<file path="config.mk">
export PLATFORM = sky130hd
export DESIGN_NAME = exc_ctrl
export DESIGN_NICKNAME = d
export VERILOG_FILES = /design/src/rtl/exc_ctrl.sv
export SDC_FILE = /design/constraint.sdc
export NUM_CORES = 1
export LEC_CHECK = 0
export ABC_AREA = 1
export CORE_ASPECT_RATIO = 0.7
export CORE_UTILIZATION = 33
export CTS_CLUSTER_DIAMETER = 50
export DETAILED_ROUTE_END_ITERATION = 10
export HOLD_SLACK_MARGIN = 0.15
export PLACE_DENSITY = 0.83
export SLEW_MARGIN = 20
export SYNTH_ARGS = -nofsm -noshare
export SYNTH_HDL_FRONTEND = slang
export SYNTH_SLANG_ARGS = --single-unit
</file>
<file path="constraint.sdc">
create_clock -name clk -period 2.1 [get_ports clk]
set_input_delay 0.42 -clock clk [delete_from_list [all_inputs] [get_ports clk]]
set_output_delay 0.42 -clock clk [all_outputs]
set_load 0.005 [all_outputs]
</file>
<file path="src/rtl/exc_ctrl.sv">
// exc_ctrl: MEM-stage exception/interrupt picker with multi-cycle flush and stall arbitration; `EXC_CNT_EN adds exc_cnt_o
module exc_ctrl #(
  parameter logic [31:0] EXC_VECTOR = 32'h0000_0020,
  parameter int FLUSH_CYCLES = 2
) (
  input  logic        clk,
  input  logic        rst,
  input  logic        inst_valid_i,
  input  logic [4:0]  exc_flags_i,
  input  logic [31:0] inst_addr_i,
  input  logic        in_delayslot_i,
  input  logic [31:0] cp0_status_i,
  input  logic [31:0] cp0_cause_i,
  input  logic [31:0] cp0_epc_i,
  input  logic        stallreq_id_i,
  input  logic        stallreq_ex_i,
  output logic [31:0] excepttype_o,
  output logic [31:0] exc_addr_o,
  output logic        exc_delayslot_o,
  output logic        flush_o,
  output logic [31:0] new_pc_o,
  output logic [5:0]  stall_o,
`ifdef EXC_CNT_EN
  output logic [15:0] exc_cnt_o,
`endif
  output logic        busy_o
);
  typedef enum logic {IDLE, FLUSH} state_t;
  state_t state, state_nx;
  logic [3:0] cnt, cnt_nx;
  logic [31:0] pc_q, pc_nx;
  logic int_pend, cand, exc;
  logic unused_bits;
  assign unused_bits = ^{cp0_status_i[31:16], cp0_status_i[7:2], cp0_cause_i[31:16], cp0_cause_i[7:0]};
  assign int_pend = cp0_status_i[0] & ~cp0_status_i[1] & |(cp0_cause_i[15:8] & cp0_status_i[15:8]);
  assign cand = rst & inst_valid_i & (state == IDLE);
  // Pick one exception by priority; flags are {eret, ovf, trap, ri, syscall}
  always_comb begin
    excepttype_o = !cand          ? 32'h0 :
                   int_pend       ? 32'h1 :
                   exc_flags_i[1] ? 32'ha :
                   exc_flags_i[3] ? 32'hc :
                   exc_flags_i[2] ? 32'hd :
                   exc_flags_i[0] ? 32'h8 :
                   exc_flags_i[4] ? 32'he : 32'h0;
    exc = |excepttype_o;
    pc_nx = (excepttype_o == 32'he) ? cp0_epc_i : EXC_VECTOR;
    flush_o = rst & ((state == FLUSH) | exc);
    new_pc_o = !flush_o ? 32'h0 : (state == FLUSH) ? pc_q : pc_nx;
    stall_o = (!rst || flush_o || state != IDLE) ? 6'b000000 :
              stallreq_ex_i ? 6'b001111 :
              stallreq_id_i ? 6'b000111 : 6'b000000;
    busy_o = rst & (state == FLUSH);
    exc_addr_o = rst ? inst_addr_i : 32'h0;
    exc_delayslot_o = rst & in_delayslot_i;
  end
  // Flush sequencing: FLUSH holds the redirect for the remaining cnt cycles
  always_comb begin
    state_nx = state;
    cnt_nx = cnt;
    if (state == FLUSH) begin
      cnt_nx = cnt - 4'd1;
      state_nx = (cnt == 4'd1) ? IDLE : FLUSH;
    end else if (exc && FLUSH_CYCLES > 1) begin
      state_nx = FLUSH;
      cnt_nx = 4'(FLUSH_CYCLES - 1);
    end
  end
  // State, counter and held redirect PC
  always_ff @(posedge clk or negedge rst) begin
    if (!rst) begin
      state <= IDLE;
      cnt <= 4'd0;
      pc_q <= 32'h0;
    end else begin
      state <= state_nx;
      cnt <= cnt_nx;
      if (exc) pc_q <= pc_nx;
    end
  end
`ifdef EXC_CNT_EN
  // Saturating count of accepted non-eret exceptions
  always_ff @(posedge clk or negedge rst) begin
    if (!rst) exc_cnt_o <= 16'h0;
    else if (exc && excepttype_o != 32'he && exc_cnt_o != 16'hffff) exc_cnt_o <= exc_cnt_o + 16'd1;
  end
`endif
endmodule

</file>
# After elaboration in Yosys (flattened, before gate mapping)
# Index checks and enable logic that the tools add are counted.
# W data, S select, Z words.
dict set report op_classes {
  n_mux 19
  n_addsub 1
  n_bitwise 11
  eq_ne 2
  n_reduce_logical 6
}
# operator count
set ops {}
lappend ops {{$mux W32} 4}
lappend ops {{$mux W4} 11}
lappend ops {{$reduce_or A32 Y1} 1}
lappend ops {{$and A8 B8 Y8} 1}
lappend ops {{$reduce_or A8 Y1} 1}
lappend ops {{$and A1 B1 Y1} 7}
lappend ops {{$eq A4 B1 Y1 const B} 1}
lappend ops {{$eq A4 B4 Y1 const B} 1}
lappend ops {{$sub A4 B1 Y4 const B} 1}
lappend ops {{$mux W1} 3}
lappend ops {{$mux W3} 1}
lappend ops {{$logic_or A1 B1 Y1} 2}
lappend ops {{$not A1 Y1} 2}
lappend ops {{$reduce_bool A2 Y1} 1}
lappend ops {{$logic_not A1 Y1} 1}
lappend ops {{$or A1 B1 Y1} 1}
dict set report word_totals {
  inputBits 139
  output_inout_bits 105
  reg_bits 37
  word_cells 42
}

# Depth between registers and ports, before layout
dict set report logic_depth {
  word_depth 13
  mapped_depth 12
  mapped_depth_nobuf 11
}

# Least setup slack after synthesis
# Ideal clock, no wire load.
dict set report synth_timing {
  kind {input-to-output}
  startpoint {input rst}
  endpoint {output new_pc_o[17]}
  n_path_buf 2
  required_time_ns 1.680
  t_arrival_ns 1.465
  setup_slack_ns 0.215
  path_stages 10
  cell_sequence {buf_4 -> nand3_4 -> nor3_4 -> nand3_2 -> inv_2 -> buf_6 -> nand2_1 -> nand2_1 -> inv_1 -> nor2_1}
}
dict set report synth_via {
  elab_chain_cells 7
  word_cells_on_any_way 10
  classes_between {eq/ne: 1; mux: 4; bitwise: 4; reduce/logical: 1}
}
# item line
set synth_rtl {}
lappend synth_rtl {{start: declaration} 7} ;# input logic rst,
lappend synth_rtl {{$and A1 B1 Y1 (2 in a row)} 36} ;# assign cand = rst & inst_valid_i & (state == IDLE);
lappend synth_rtl {{$mux W4} 39} ;# excepttype_o = !cand ? 32'h0 :
lappend synth_rtl {{$reduce_or A32 Y1 / $eq A4 B4 Y1 (equally long branches)} {46, 47}}
lappend synth_rtl {{$or A1 B1 Y1 / $mux W32 (equally long branches)} {48, 47}}
lappend synth_rtl {{$and A1 B1 Y1 / $mux W32 (equally long branches)} {48, 49}}
lappend synth_rtl {{$mux W32 (*)} 49} ;# new_pc_o = !flush_o ? 32'h0 : (state == FLUSH) ? pc_q : pc_nx;
lappend synth_rtl {{end: declaration} 21} ;# output logic [31:0] new_pc_o,
# Every way passes the cells marked *; elsewhere a longest branch is shown, timed or not.

# Worst setup path in the final report
dict set report layout_timing {
  startpoint {register state}
  endpoint {output new_pc_o[28]}
}
dict set report layout_via {
  elab_chain_cells 7
  word_cells_on_any_way 10
  classes_between {eq/ne: 1; mux: 4; bitwise: 4; reduce/logical: 1}
}
# item line
set layout_rtl {}
lappend layout_rtl {{start: declaration} 29} ;# state_t state, state_nx;
lappend layout_rtl {{start signal: assignment} 76} ;# state <= state_nx;
lappend layout_rtl {{$not A1 Y1} 36}
lappend layout_rtl {{$and A1 B1 Y1} 36}
lappend layout_rtl {{$mux W4} 39}
lappend layout_rtl {{$reduce_or A32 Y1 / $eq A4 B4 Y1 (equally long branches)} {46, 47}}
lappend layout_rtl {{$or A1 B1 Y1 / $mux W32 (equally long branches)} {48, 47}}
lappend layout_rtl {{$and A1 B1 Y1 / $mux W32 (equally long branches)} {48, 49}}
lappend layout_rtl {{$mux W32 (*)} 49}
# Marked as above.

==> impl_metrics.json <==
{
  "first_pass_iters": 4,
  "grt_overflow": 0,
  "rsz0062_at_grt": "yes",
  "synthTopCellsByArea": "dfrtp_1 32%, nand2_1 19%, inv_1 15%",
  "gp_congestion": 0.811,
  "switching_power_uw": 1020,
  "fin_crit_ns": 2.41,
  "relSlewSlack_pct": 47.5,
  "synth_cells": 459,
  "root_buffer": "clkbuf_16",
  "path_class": "reg -> out",
  "p_leak_uw": 0.00290,
  "critPathTopFamily": "buffers and inverters",
  "p_per_area_nw_per_um2": 567,
  "cts_made_buffers": 5,
  "tns_ns": -8.68,
  "holdWs_ns": 0.246,
  "via_per_inst": 4.27,
  "outcome": "complete, but fails checks",
  "period_share_pct": 115,
  "die_y_um": 79.9,
  "worst_setup_path_end_kind": "output pin",
  "port_buffers": 167,
  "grt_usage_pct": 21.0,
  "swShare_pct": 34.4,
  "wl_um": 9590,
  "ys_ff_latch": 37,
  "async_reset_ff_share_pct": 100,
  "worst_pin_slew_ns": 0.784,
  "antenna_left": 0,
  "die_x_um": 113,
  "syn_area_per_cell_um2": 6.23,
  "fmax_mhz": 415,
  "fin_nets": 810,
  "skew_ns": 0.0104,
  "cp_cell_sequence": "clkinv_4 > nand3_4 > nor3_4 > nand3_2 > inv_4 > buf_12 > buf_12 > buf_6 > nand2_4 > nand2_2 > inv_1 > nor2_1 > buf_2",
  "grt_pass1_vias": 3358,
  "synth-edff-count": 0,
  "rows": 27,
  "vias": 3291,
  "ys_types": 28,
  "synth_most_common_cell": "nand2_1",
  "synth_seq_area_share_pct": 32.4,
  "core_area_um2": 8110,
  "clockBufferDepth": 2,
  "cpMostUsedCell": "buf_12",
  "intPower_uw": 1950,
  "peakVddDrop_uv": 361,
  "insertion_delay_ns": 0.28,
  "cp_slowest_stage_delay_ns": 0.41,
  "violations": "negative setup slack",
  "fillers": 684,
  "yosys_warnings": 0,
  "finalSetupViolations": 38,
  "dp_slack_ns": -0.885,
  "p_seq_share_pct": 28.5,
  "synth_area_um2": 2860,
  "dpl.hpwl_um": 6750,
  "crit_arrival_ns": 1.99,
  "first_iter_violations": 128,
  "wl_per_cell_um": 12.4,
  "cts_sinks": 37,
  "hp-class": "in -> async",
  "io_pins": 244,
  "drive_gt1_share_pct": 33.6,
  "antenna_found_initial": 0,
  "critPathBufInv": 7,
  "hold_viol": 0,
  "yosys.area.top_type_share_pct": 32.4,
  "power_frac_clock_pct": 25.3,
  "crit_path_max_fanout": 7,
  "cp.required_ns": 1.68,
  "p_comb_share_pct": 46.2,
  "fp.dieArea_um2": 9040,
  "grt_pass1_wl_um": 15100,
  "fin_ws_ns": -0.311,
  "critical_path.slowest_cell": "dfrtp_1",
  "num_antenna_cells": 0,
  "cts_tree": "built",
  "drv_slew": 0,
  "cts_htree_levels": 2,
  "cts.reportedPaths.clkPinSlew_ns": 0.06,
  "grt_start_max_net_pins": 40,
  "yosys.area.top_type": "dfrtp_1",
  "area_delta_synth_final_pct": 83.6,
  "drcViolationCount": 0,
  "ys.flop_type": "dfrtp_1",
  "start_util_pct": 35.2,
  "crit_path_start_kind": "flip-flop",
  "yosys-top-cells-count": "147 x nand2_1, 112 x inv_1, 47 x nor2_1, 37 x dfrtp_1, 33 x buf_4",
  "max-cap-violations": 0
}
flip-flops by register name (all words and copies together) (netlist names):
| signal | count |
|---|---|
| pc_q | 32 |
| state | 1 |
| cnt | 4 |
cell usage in the layout, fill, tap and decap left out, types with 7 or more instances in the layout:
cell	count
buf_6	20
buf_4	25
nand2_1	111
inv_1	96
o21ai_0	32
nand2_4	16
dlygate4sd2_1	7
clkdlybuf4s50_1	101
nor2_1	15
buf_2	51
nor2_2	17
nand2_2	30
inv_2	16
nor2_4	16
buf_12	7
conb_1	30
dfrtp_1	37
final timing paths:
path | depth (start not counted) | slack (ns) | end | from
worst max-delay path | 13 | -0.31 | new_pc_o[28] | state$_DFF_PN0_
worst min register to register | 2 | 0.52 | cnt[1]$_DFFE_PN0P_ | cnt[1]$_DFFE_PN0P_
min in group clk | 2 | 0.52 | cnt[1]$_DFFE_PN0P_ | cnt[1]$_DFFE_PN0P_
worst max register to register | 12 | 0.29 | pc_q[20]$_DFFE_PN0P_ | state$_DFF_PN0_
max in group asynchronous | 3 | 0.65 | pc_q[26]$_DFFE_PN0P_ | rst
worst min-delay path | 3 | 0.25 | pc_q[22]$_DFFE_PN0P_ | rst
cell type report:
cell class                 count  area, um2  share of cell area (%)
inverter                     114        435                    8.30
timing repair buffer         223       2030                    38.7
tap                          101        126                    2.41
clock inverter                 2       13.8                   0.262
multi-input combinational    288       1570                    30.0
clock buffer                   6        139                    2.65
sequential                    37        926                    17.6
through the flow:
stage / utilization [%] / area, um2 / instances / power [uW]
finish: 64.7 / 5250 / 771 / 2970
global route: 64.7 / 5250 / 771 / 3160
CTS: 62.4 / 5060 / 765 / 2910
detailed placement: 56.7 / 4590 / 730 / 1940
global placement: 56.7 / 4590 / 730 / 1900
floorplan: - / 2970 / 488 / 1450
power by group through the flow:
stage / logic, uW / clock network (uW) / registers [uW]
after detailed placement: 1080 / 0 / 854
final: 1370 / 753 / 846
after CTS: 1300 / 765 / 844
after floorplan: 615 / 0 / 837
after global placement: 1050 / 0 / 852
after global routing: 1500 / 803 / 856
what timing repair did:
action / CTS / global route
hold endpoints to repair: 16 / 0
hold buffers: 1 / 0
buffers inserted: 23 / 9
pin swaps: 44 / 22
resized for setup: 301 / 72
cloned: 3 / 0
setup endpoints to repair: 75 / 39
kinds of logic (layout without fill, tap and decap cells):
kind of cell / after synthesis / count (layout) / share of synthesized area [%]
XOR/XNOR: 1 / 1 / 0.307
AO/OA/AOI/OAI: 37 / 37 / 6.79
adder cells (fa/ha/maj): 2 / 2 / 0.876
other: 1 / 30 / 0.131
flip-flops: 37 / 37 / 32.4
buffers and inverters: 163 / 345 / 27.9
AND/OR/NAND/NOR: 218 / 218 / 31.6
worst min-delay path, stage by stage:
cell    delay, ns
buf_2        0.13
buf_12       0.13
buf_16       0.19
per-layer routing:
layer	share of wire (%)	GRT usage [%]	up-vias
li1	-	-	1668
met1	42	23.7	1522
met2	53	41.1	97
met3	4.6	4.63	4
met4	0.24	3.55	0
met5	0	0	-
(Power assumes the default switching activity.)
